$ cat src/rtl/lsu_pkg.sv
// Shared types and constants for the load/store unit Wishbone master.
package lsu_pkg;

  typedef enum logic [1:0] {
    SZ_B = 2'b00,
    SZ_H = 2'b01,
    SZ_W = 2'b10,
    SZ_D = 2'b11
  } size_e;

  typedef enum logic [1:0] {
    ST_IDLE = 2'b00,
    ST_REQ  = 2'b01,
    ST_WAIT = 2'b10,
    ST_RESP = 2'b11
  } state_e;

  localparam logic [7:0] MASK_B = 8'h01;
  localparam logic [7:0] MASK_H = 8'h03;
  localparam logic [7:0] MASK_W = 8'h0F;
  localparam logic [7:0] MASK_D = 8'hFF;

  function automatic logic [7:0] size_mask(input logic [1:0] size);
    case (size_e'(size))
      SZ_B:    size_mask = MASK_B;
      SZ_H:    size_mask = MASK_H;
      SZ_W:    size_mask = MASK_W;
      default: size_mask = MASK_D;
    endcase
  endfunction

endpackage

$ cat src/rtl/lsu_wb_align.sv
// Byte-lane steering: WRITE=1 shifts data up to its lane, WRITE=0 shifts the
// addressed lane down and sign- or zero-extends it to the full bus width.
module lsu_wb_align
  import lsu_pkg::*;
#(
  parameter int DATA_W = 32,
  parameter bit WRITE  = 1'b0
) (
  input  logic [1:0]                     size,
  input  logic                           is_unsigned,
  input  logic [$clog2(DATA_W/8)-1:0]    offset,
  input  logic [DATA_W-1:0]              data_in,
  output logic [DATA_W-1:0]              data_out
);

  logic [DATA_W-1:0] shifted;
  logic [DATA_W-1:0] lane_mask;
  logic [DATA_W-1:0] extended;
  logic              sign_bit;

  always_comb begin
    if (WRITE) begin
      shifted = data_in << {offset, 3'b000};
    end else begin
      shifted = data_in >> {offset, 3'b000};
    end

    sign_bit  = 1'b0;
    lane_mask = '1;
    case (size_e'(size))
      SZ_B: begin
        sign_bit  = ~is_unsigned & shifted[7];
        lane_mask = DATA_W'(8'hFF);
      end
      SZ_H: begin
        sign_bit  = ~is_unsigned & shifted[15];
        lane_mask = DATA_W'(16'hFFFF);
      end
      SZ_W: begin
        sign_bit  = ~is_unsigned & shifted[31];
        lane_mask = DATA_W'(32'hFFFF_FFFF);
      end
      default: begin
        sign_bit  = 1'b0;
        lane_mask = '1;
      end
    endcase

    extended = (shifted & lane_mask) | ({DATA_W{sign_bit}} & ~lane_mask);
    data_out = WRITE ? shifted : extended;
  end

endmodule

$ cat src/rtl/lsu_wb_master.sv
// Single-outstanding LSU to Wishbone B4 pipelined master, all outputs registered.
// Optional bus-cycle timeout is enabled by defining LSU_WB_TIMEOUT_EN.
module lsu_wb_master
  import lsu_pkg::*;
#(
  parameter int ADDR_W      = 32,
  parameter int DATA_W      = 32,
  parameter int TIMEOUT_CYC = 255
) (
  input  logic                clk,
  input  logic                rst_n,
  input  logic                req_valid,
  output logic                req_ready,
  input  logic                req_we,
  input  logic [1:0]          req_size,
  input  logic                req_unsigned,
  input  logic [ADDR_W-1:0]   req_addr,
  input  logic [DATA_W-1:0]   req_wdata,
  output logic                resp_valid,
  output logic                resp_err,
  output logic [DATA_W-1:0]   resp_rdata,
  output logic                wb_cyc_o,
  output logic                wb_stb_o,
  output logic                wb_we_o,
  output logic [ADDR_W-1:0]   wb_adr_o,
  output logic [DATA_W-1:0]   wb_dat_o,
  output logic [DATA_W/8-1:0] wb_sel_o,
  input  logic [DATA_W-1:0]   wb_dat_i,
  input  logic                wb_ack_i,
  input  logic                wb_err_i,
  input  logic                wb_stall_i
);

  localparam int SEL_W = DATA_W / 8;
  localparam int OFF_W = $clog2(SEL_W);

  state_e              state_reg, state_next;
  logic                req_ready_reg, req_ready_next;
  logic                resp_valid_reg, resp_valid_next;
  logic                resp_err_reg, resp_err_next;
  logic [DATA_W-1:0]   resp_rdata_reg, resp_rdata_next;
  logic                cyc_reg, cyc_next;
  logic                stb_reg, stb_next;
  logic                we_reg, we_next;
  logic [ADDR_W-1:0]   adr_reg, adr_next;
  logic [DATA_W-1:0]   dat_reg, dat_next;
  logic [SEL_W-1:0]    sel_reg, sel_next;
  logic [1:0]          size_reg, size_next;
  logic                uns_reg, uns_next;
  logic [OFF_W-1:0]    off_reg, off_next;

  logic                misaligned;
  logic                illegal;
  logic [7:0]          sel_full;
  logic [DATA_W-1:0]   wr_lane;
  logic [DATA_W-1:0]   rd_lane;
  logic                tmo_hit;

  lsu_wb_align #(.DATA_W(DATA_W), .WRITE(1'b1)) u_align_wr (
    .size        (req_size),
    .is_unsigned (req_unsigned),
    .offset      (req_addr[OFF_W-1:0]),
    .data_in     (req_wdata),
    .data_out    (wr_lane)
  );

  lsu_wb_align #(.DATA_W(DATA_W), .WRITE(1'b0)) u_align_rd (
    .size        (size_reg),
    .is_unsigned (uns_reg),
    .offset      (off_reg),
    .data_in     (wb_dat_i),
    .data_out    (rd_lane)
  );

  always_comb begin
    case (size_e'(req_size))
      SZ_B:    misaligned = 1'b0;
      SZ_H:    misaligned = req_addr[0];
      SZ_W:    misaligned = |req_addr[1:0];
      default: misaligned = |req_addr[2:0];
    endcase
    illegal  = misaligned || ((req_size == SZ_D) && (DATA_W == 32));
    sel_full = size_mask(req_size) << req_addr[OFF_W-1:0];
  end

`ifdef LSU_WB_TIMEOUT_EN
  localparam int CNT_W = $clog2(TIMEOUT_CYC + 1);
  logic [CNT_W-1:0] tmo_cnt_reg;

  always_ff @(posedge clk) begin
    if (!rst_n) begin
      tmo_cnt_reg <= '0;
    end else if (state_reg == ST_IDLE && state_next == ST_REQ) begin
      tmo_cnt_reg <= '0;
    end else if (state_reg == ST_REQ || state_reg == ST_WAIT) begin
      tmo_cnt_reg <= tmo_cnt_reg + 1'b1;
    end
  end

  // Counter holds k-1 during the k-th bus cycle, so this fires on the last allowed one.
  assign tmo_hit = (tmo_cnt_reg == CNT_W'(TIMEOUT_CYC - 1));
`else
  assign tmo_hit = 1'b0;
`endif

  always_comb begin
    state_next      = state_reg;
    cyc_next        = cyc_reg;
    stb_next        = stb_reg;
    we_next         = we_reg;
    adr_next        = adr_reg;
    dat_next        = dat_reg;
    sel_next        = sel_reg;
    size_next       = size_reg;
    uns_next        = uns_reg;
    off_next        = off_reg;
    resp_valid_next = 1'b0;
    resp_err_next   = 1'b0;
    resp_rdata_next = '0;

    case (state_reg)
      ST_IDLE: begin
        if (req_valid) begin
          size_next = req_size;
          uns_next  = req_unsigned;
          off_next  = req_addr[OFF_W-1:0];
          if (illegal) begin
            state_next      = ST_RESP;
            resp_valid_next = 1'b1;
            resp_err_next   = 1'b1;
          end else begin
            state_next = ST_REQ;
            cyc_next   = 1'b1;
            stb_next   = 1'b1;
            we_next    = req_we;
            adr_next   = {req_addr[ADDR_W-1:OFF_W], {OFF_W{1'b0}}};
            dat_next   = wr_lane;
            sel_next   = sel_full[SEL_W-1:0];
          end
        end
      end
      ST_REQ: begin
        if (tmo_hit) begin
          state_next      = ST_RESP;
          resp_valid_next = 1'b1;
          resp_err_next   = 1'b1;
        end else if (!wb_stall_i) begin
          state_next = ST_WAIT;
          stb_next   = 1'b0;
        end
      end
      ST_WAIT: begin
        if (wb_err_i || tmo_hit) begin
          state_next      = ST_RESP;
          resp_valid_next = 1'b1;
          resp_err_next   = 1'b1;
        end else if (wb_ack_i) begin
          state_next      = ST_RESP;
          resp_valid_next = 1'b1;
          resp_rdata_next = we_reg ? '0 : rd_lane;
        end
      end
      default: begin
        state_next = ST_IDLE;
      end
    endcase

    // Any transition into RESP from a bus cycle releases the bus entirely.
    if (state_next == ST_RESP && state_reg != ST_IDLE) begin
      cyc_next = 1'b0;
      stb_next = 1'b0;
      we_next  = 1'b0;
      adr_next = '0;
      dat_next = '0;
      sel_next = '0;
    end

    req_ready_next = (state_next == ST_IDLE);
  end

  always_ff @(posedge clk) begin
    if (!rst_n) begin
      state_reg      <= ST_IDLE;
      req_ready_reg  <= 1'b1;
      resp_valid_reg <= 1'b0;
      resp_err_reg   <= 1'b0;
      resp_rdata_reg <= '0;
      cyc_reg        <= 1'b0;
      stb_reg        <= 1'b0;
      we_reg         <= 1'b0;
      adr_reg        <= '0;
      dat_reg        <= '0;
      sel_reg        <= '0;
      size_reg       <= '0;
      uns_reg        <= 1'b0;
      off_reg        <= '0;
    end else begin
      state_reg      <= state_next;
      req_ready_reg  <= req_ready_next;
      resp_valid_reg <= resp_valid_next;
      resp_err_reg   <= resp_err_next;
      resp_rdata_reg <= resp_rdata_next;
      cyc_reg        <= cyc_next;
      stb_reg        <= stb_next;
      we_reg         <= we_next;
      adr_reg        <= adr_next;
      dat_reg        <= dat_next;
      sel_reg        <= sel_next;
      size_reg       <= size_next;
      uns_reg        <= uns_next;
      off_reg        <= off_next;
    end
  end

  assign req_ready  = req_ready_reg;
  assign resp_valid = resp_valid_reg;
  assign resp_err   = resp_err_reg;
  assign resp_rdata = resp_rdata_reg;
  assign wb_cyc_o   = cyc_reg;
  assign wb_stb_o   = stb_reg;
  assign wb_we_o    = we_reg;
  assign wb_adr_o   = adr_reg;
  assign wb_dat_o   = dat_reg;
  assign wb_sel_o   = sel_reg;

endmodule

$ cat config.mk
export PLATFORM = sky130hd
export DESIGN_NAME = lsu_wb_master
export DESIGN_NICKNAME = d
export VERILOG_FILES = /design/src/rtl/lsu_pkg.sv /design/src/rtl/lsu_wb_align.sv /design/src/rtl/lsu_wb_master.sv
export SDC_FILE = /design/constraint.sdc
export NUM_CORES = 1
export LEC_CHECK = 0
export BUFFER_PORTS_ARGS = -buffer_cell sky130_fd_sc_hd__buf_4
export CAP_MARGIN = 15
export CORE_AREA = 10 10 117 119
export CTS_BUF_LIST = sky130_fd_sc_hd__clkbuf_4 sky130_fd_sc_hd__clkbuf_8
export DETAILED_ROUTE_END_ITERATION = 8
export DIE_AREA = 0 0 127 129
export PLACE_DENSITY = 0.77
export SETUP_SLACK_MARGIN = 0.3
export SLEW_MARGIN = 20
export SYNTH_ARGS = -nofsm -noshare
export SYNTH_HDL_FRONTEND = slang
export SYNTH_SLANG_ARGS = --single-unit
$ cat constraint.sdc
create_clock -name clk -period 1.6 [get_ports clk]
set_input_delay 0.32 -clock clk [delete_from_list [all_inputs] [get_ports clk]]
set_output_delay 0.32 -clock clk [all_outputs]
set_load 0.01 [all_outputs]
* Word-level counts from Yosys, hierarchy flattened
Index checks and enable logic that the tools add are counted.
Storage, ports and cells: register bits 111, output and inout bits 106, ROM bits 0, bits in latches 0, input bits 106, logic and storage cells 76, memory bits (writable) 0, memories kept 0
Cells by class: $add $sub $neg 0, equality and inequality tests 11, order comparisons 0, shift-type cells 3, reduce and logical (&&, ||, !) cells 15, bitwise gates (word level) 12, div/mod/pow operators 0, muxes and demuxes 21, multiply operators 0
Operators by type and width (number):
- $and 32x32->32 | 2
- $pmux 32 s2 | 1
- $not 32->32 | 1
- $or 32x32->32 | 1
- $shl 32x5->32 | 1
- $shr 32x5->32 | 1
- $pmux 8 s3 | 1
- $eq 2x2->1 const B | 5
- $mux 2 | 5
- $logic_not 2->1 | 4
- $mux 1 | 8
- $shl 8x2->4 | 1
- $eq 2x1->1 const B | 3
- $ne 2x2->1 const B | 3
- $pmux 1 s2 | 3
- $pmux 1 s3 | 2
- $pmux 2 s3 | 1
- $not 1->1 | 5
- $reduce_or 5->1 | 1
- $reduce_and 4->1 | 1
- $reduce_bool 2->1 | 2
- $reduce_or 2->1 | 2
- $and 1x1->1 | 3
- $reduce_and 3->1 | 1
- 4 further kinds | 4

* Depth between registers and ports, before layout
depth after elaboration 9, depth in mapped cells 7, depth with buffers taken out 6

* By module
Synthesis repeated with hierarchy kept, for this count alone.
Second synthesis, totals: cells, all modules 598, area, all modules 5238.8 µm²
By module, submodules not included:
- lsu_wb_master | times used 1, cells each 412, area each 3744.8 µm², sequential area each 2222.1 µm²
- lsu_wb_align (u_align_rd) | times used 1, cells each 121, area each 914.6 µm², sequential area each 0.0 µm²
- lsu_wb_align (u_align_wr) | times used 1, cells each 65, area each 579.3 µm², sequential area each 0.0 µm²

* Least setup slack after synthesis
No wires, ideal clock.
path type register to register, start point register size_reg[0], end point register resp_rdata_reg[16] (netlist: resp_rdata[16]), buffers on the path 1, required time 1.530 ns, stages on the path, launching flop included 8, data arrival time 1.623 ns, setup time 0.070 ns, clock period less this slack 1.693 ns, path slack -0.093 ns, path through dfxtp_1 inv_1 ha_1 inv_1 a311oi_4 o2111ai_4 buf_6 a21oi_1
Between the ends: cells in the longest elaborated chain, start to end 5, elaborated cells on any way between the ends 9, classes of those cells 2 x eq/ne; 2 x mux; 4 x bitwise; 1 x reduce/logical
RTL lines:
- start: declaration | RTL line lsu_wb_master.sv:48 | logic [1:0] size_reg, size_next;
- start signal: assignment | RTL line lsu_wb_master.sv:209 | size_reg <= size_next;
- $eq 2x1->1 or $logic_not 2->1 (tied branches) | RTL line lsu_wb_align.sv:30 | case (size_e'(size))
- $pmux 32 s2 | RTL line lsu_wb_align.sv:30
- $not 32->32 | RTL line lsu_wb_align.sv:49 | extended = (shifted & lane_mask) | ({DATA_W{sign_bit}} & ~lane_mask);
- $and 32x32->32 | RTL line lsu_wb_align.sv:49
- $or 32x32->32 * | RTL line lsu_wb_align.sv:49
- end signal: assignment | RTL line lsu_wb_master.sv:202 | resp_rdata_reg <= resp_rdata_next;
- end: declaration | RTL line lsu_wb_master.sv:41 | logic [DATA_W-1:0] resp_rdata_reg, resp_rdata_next;
Mark *: on every way between the ends. The rest lies on a longest branch, timed or not. A chain may end at the register's enable or synchronous reset.

* Final worst setup path
start point register size_reg[0], end point register resp_rdata_reg[24] (netlist: resp_rdata[24])
Same word-level chain as after synthesis.

==> results.toml <==
[global_routing]
met3_usage_pct = 8.34
grt_use_met1_pct = 26.5
grt_max_degree = 62
antenna_found_initial = 0
grt_util_met2_pct = 41.5
first_global_vias = 5967
grt_use_total_pct = 23.9
grt_overflow = 0
grt_pass1_wl_um = 32100
busiest_layer = "met2"

[critical_path]
critPathMaxFanout = 8
cp-start-kind = "flip-flop"
worstPathRequired_ns = 1.90
crit_top_cell = "inv_2"
cp_data_arrival_time_ns = 2.07
worstReg2RegStart = "size_reg[0]"
cp_slowest_cell = "dfxtp_2"
cp_slowest_stage_delay_ns = 0.37
setup.worst_path.start = "size_reg[0]"
worstSetupPathType = "flip-flop to flip-flop"
path_cells = "inv_2 -> ha_4 -> inv_2 -> a311oi_4 -> buf_4 -> o2111ai_4 -> a21oi_2"
endpoint_kind = "flip-flop"

[layout]
drive_above_1_share_pct = 63.7
area.growth.synth_to_final_pct = 87.8
layout.nets = 961
fin_util_pct = 82.6
multi_input_comb_area_um2 = 3510
seq_area_um2 = 2240
fillers = 594
layoutNonFillerInstCount = 999
finalInstanceArea_um2 = 9350
layout_commonest_cell = "buf_4"
layout_common_cells = "buf_4, dfxtp_1, a21oi_2, a21oi_1, nand2_1"
diodes = 0

[synth]
syn_inst = 583
ys_types = 44
ys_ff_latch = 111
async_flop_share_pct = 0
yosysSeqAreaShare_pct = 44.6
ys.flop_type = "dfxtp_1"
synth_area_um2 = 4980
synth_warnings = 0
synth_edf_count = 0
syn_area_per_cell_um2 = 8.54

[timing]
setup_violations = 23
rsz0062_at_grt = "yes"
final_hold_viol_count = 0
period_share_pct = 111
worst_slack_ns = -0.177
maxSlewViolCount = 0
tns_ns = -1.76
finalCriticalPeriod_ns = 1.78
clock_skew_ns = 0.0221
max_freq_mhz = 563
fin_hold_ws_ns = 0.138

[outcome]
violations = "setup timing"
status = "complete, but fails checks"

[power_and_ir_drop]
power_switching_mw = 2.72
p_int_mw = 5.38
combPwrFrac_pct = 37.9
p_total_mw = 8.10
p_leak_nw = 3.75
p_sw_share_pct = 33.6
vdd_drop_max_uv = 791
powerDensity_nw_per_um2 = 867
pwr-share-seq_pct = 37.4
power_frac_clock_pct = 24.7

[routing]
wl_um = 24500
drtPass1Iterations = 5
drtIter0Drc = 517
via_count = 6101
drc = 0
ant_nets = 0
post_drt_wl_per_cell_um = 24.5
viasPerCell = 6.11

[floorplanning]
fp.dieH_um = 129
die_w_um = 127
initial_utilization_pct = 44.0
ios = 212
dieArea_um2 = 16400
std_cell_rows = 39
core_um2 = 11300

[cts]
root_buffer = "clkbuf_8"
cts-buffers-inserted = 9
hold_buffers = 0
clkSinkCount = 111
cts.htree.levels = 3
clk_latency_ns = 0.38
clock_path_buffers = 2
path_clk_slew_ns = 0.11
cts_tree = "done"

[worst_hold_path]
holdCritStartpoint = "rst_n"
hold_class = "input port to flip-flop"

[placed_design]
dpl_cell_area_um2 = 6940
placedCellCount = 915
dp_slack_ns = -0.0536
place.gp.congestion = 0.882
numPortBuffers = 209
dpl.hpwl_um = 12900

[run]
maxCapViolCount = 0
cell usage after synthesis (2+ instances only):
library cell	number	area (um^2)
ha_1	4	50.1
a31oi_1	2	12.5
mux2_2	17	191
or3_1	2	12.5
a211oi_1	24	180
nand2b_1	3	18.8
dfxtp_1	111	2220
buf_1	6	22.5
o2111ai_1	9	78.8
o21ai_0	61	305
inv_1	9	33.8
buf_6	2	22.5
buf_4	3	22.5
nor2b_1	2	12.5
mux2i_1	31	310
nand3_1	41	205
clkbuf_1	36	135
nor2_1	32	120
buf_2	10	50.1
nand2_1	47	176
nor3_1	9	45.0
a21oi_1	100	500
cell families after synthesis:
| kind of cell | share of synthesized area [%] |
|---|---|
| DFF | 44.6 |
| and+or+nand+nor | 13.2 |
| other | 0.0753 |
| buffers and inverters | 5.86 |
| AOI/OAI and AO/OA | 25.2 |
| muxes | 10.1 |
| adders and majority gates | 1.01 |
area by class of cell:
| type | count | share of cell area (%) |
|---|---|---|
| well taps | 143 | 1.91 |
| repair buffers | 312 | 33.6 |
| flip-flops and latches | 111 | 23.9 |
| clock inverters | 6 | 1.11 |
| inverters | 9 | 0.388 |
| clock buffers | 10 | 1.47 |
| multi-input cells | 408 | 37.6 |
layer usage:
| layer | vias up | share of wire, % |
|---|---|---|
| met5 | - | 0 |
| met4 | 0 | 4.2 |
| met3 | 102 | 10 |
| met2 | 412 | 49 |
| met1 | 2947 | 36 |
| li1 | 2640 | - |
worst max-delay path, delay by kind of cell (launching register included):
kind / cells / cell delay [ns]
buffers and inverters: 3 / 0.28
AOI/OAI and AO/OA: 3 / 0.78
DFF: 1 / 0.37
adders and majority gates: 1 / 0.29
what timing repair did:
item,in CTS,in global routing
setup endpoints to repair,104,109
pin swaps,67,52
cloned,20,5
resized for setup,173,109
setup buffers,20,23
path summary, 6_finish.rpt:
| check | to | slack [ns] | cells past startpoint |
|---|---|---|---|
| setup / recovery | resp_rdata[24] | -0.18 | 7 |
| hold / removal | req_ready | 0.14 | 2 |
| setup reg to reg | resp_rdata[24] | -0.18 | 7 |
| hold reg to reg | wb_adr_o[23] | 0.47 | 2 |
power groups by stage:
| stage | sequential [mW] | combinational [mW] | clock, mW |
|---|---|---|---|
| after floorplan | 3.09 | 0.981 | 0 |
| after global placement | 3.04 | 1.66 | 0 |
| after detailed placement | 3.05 | 1.69 | 0 |
| after CTS | 3.01 | 2.47 | 1.97 |
| after global routing | 3.04 | 3.20 | 2.09 |
| final | 3.03 | 3.08 | 2.00 |
(Power assumes the default switching activity.)
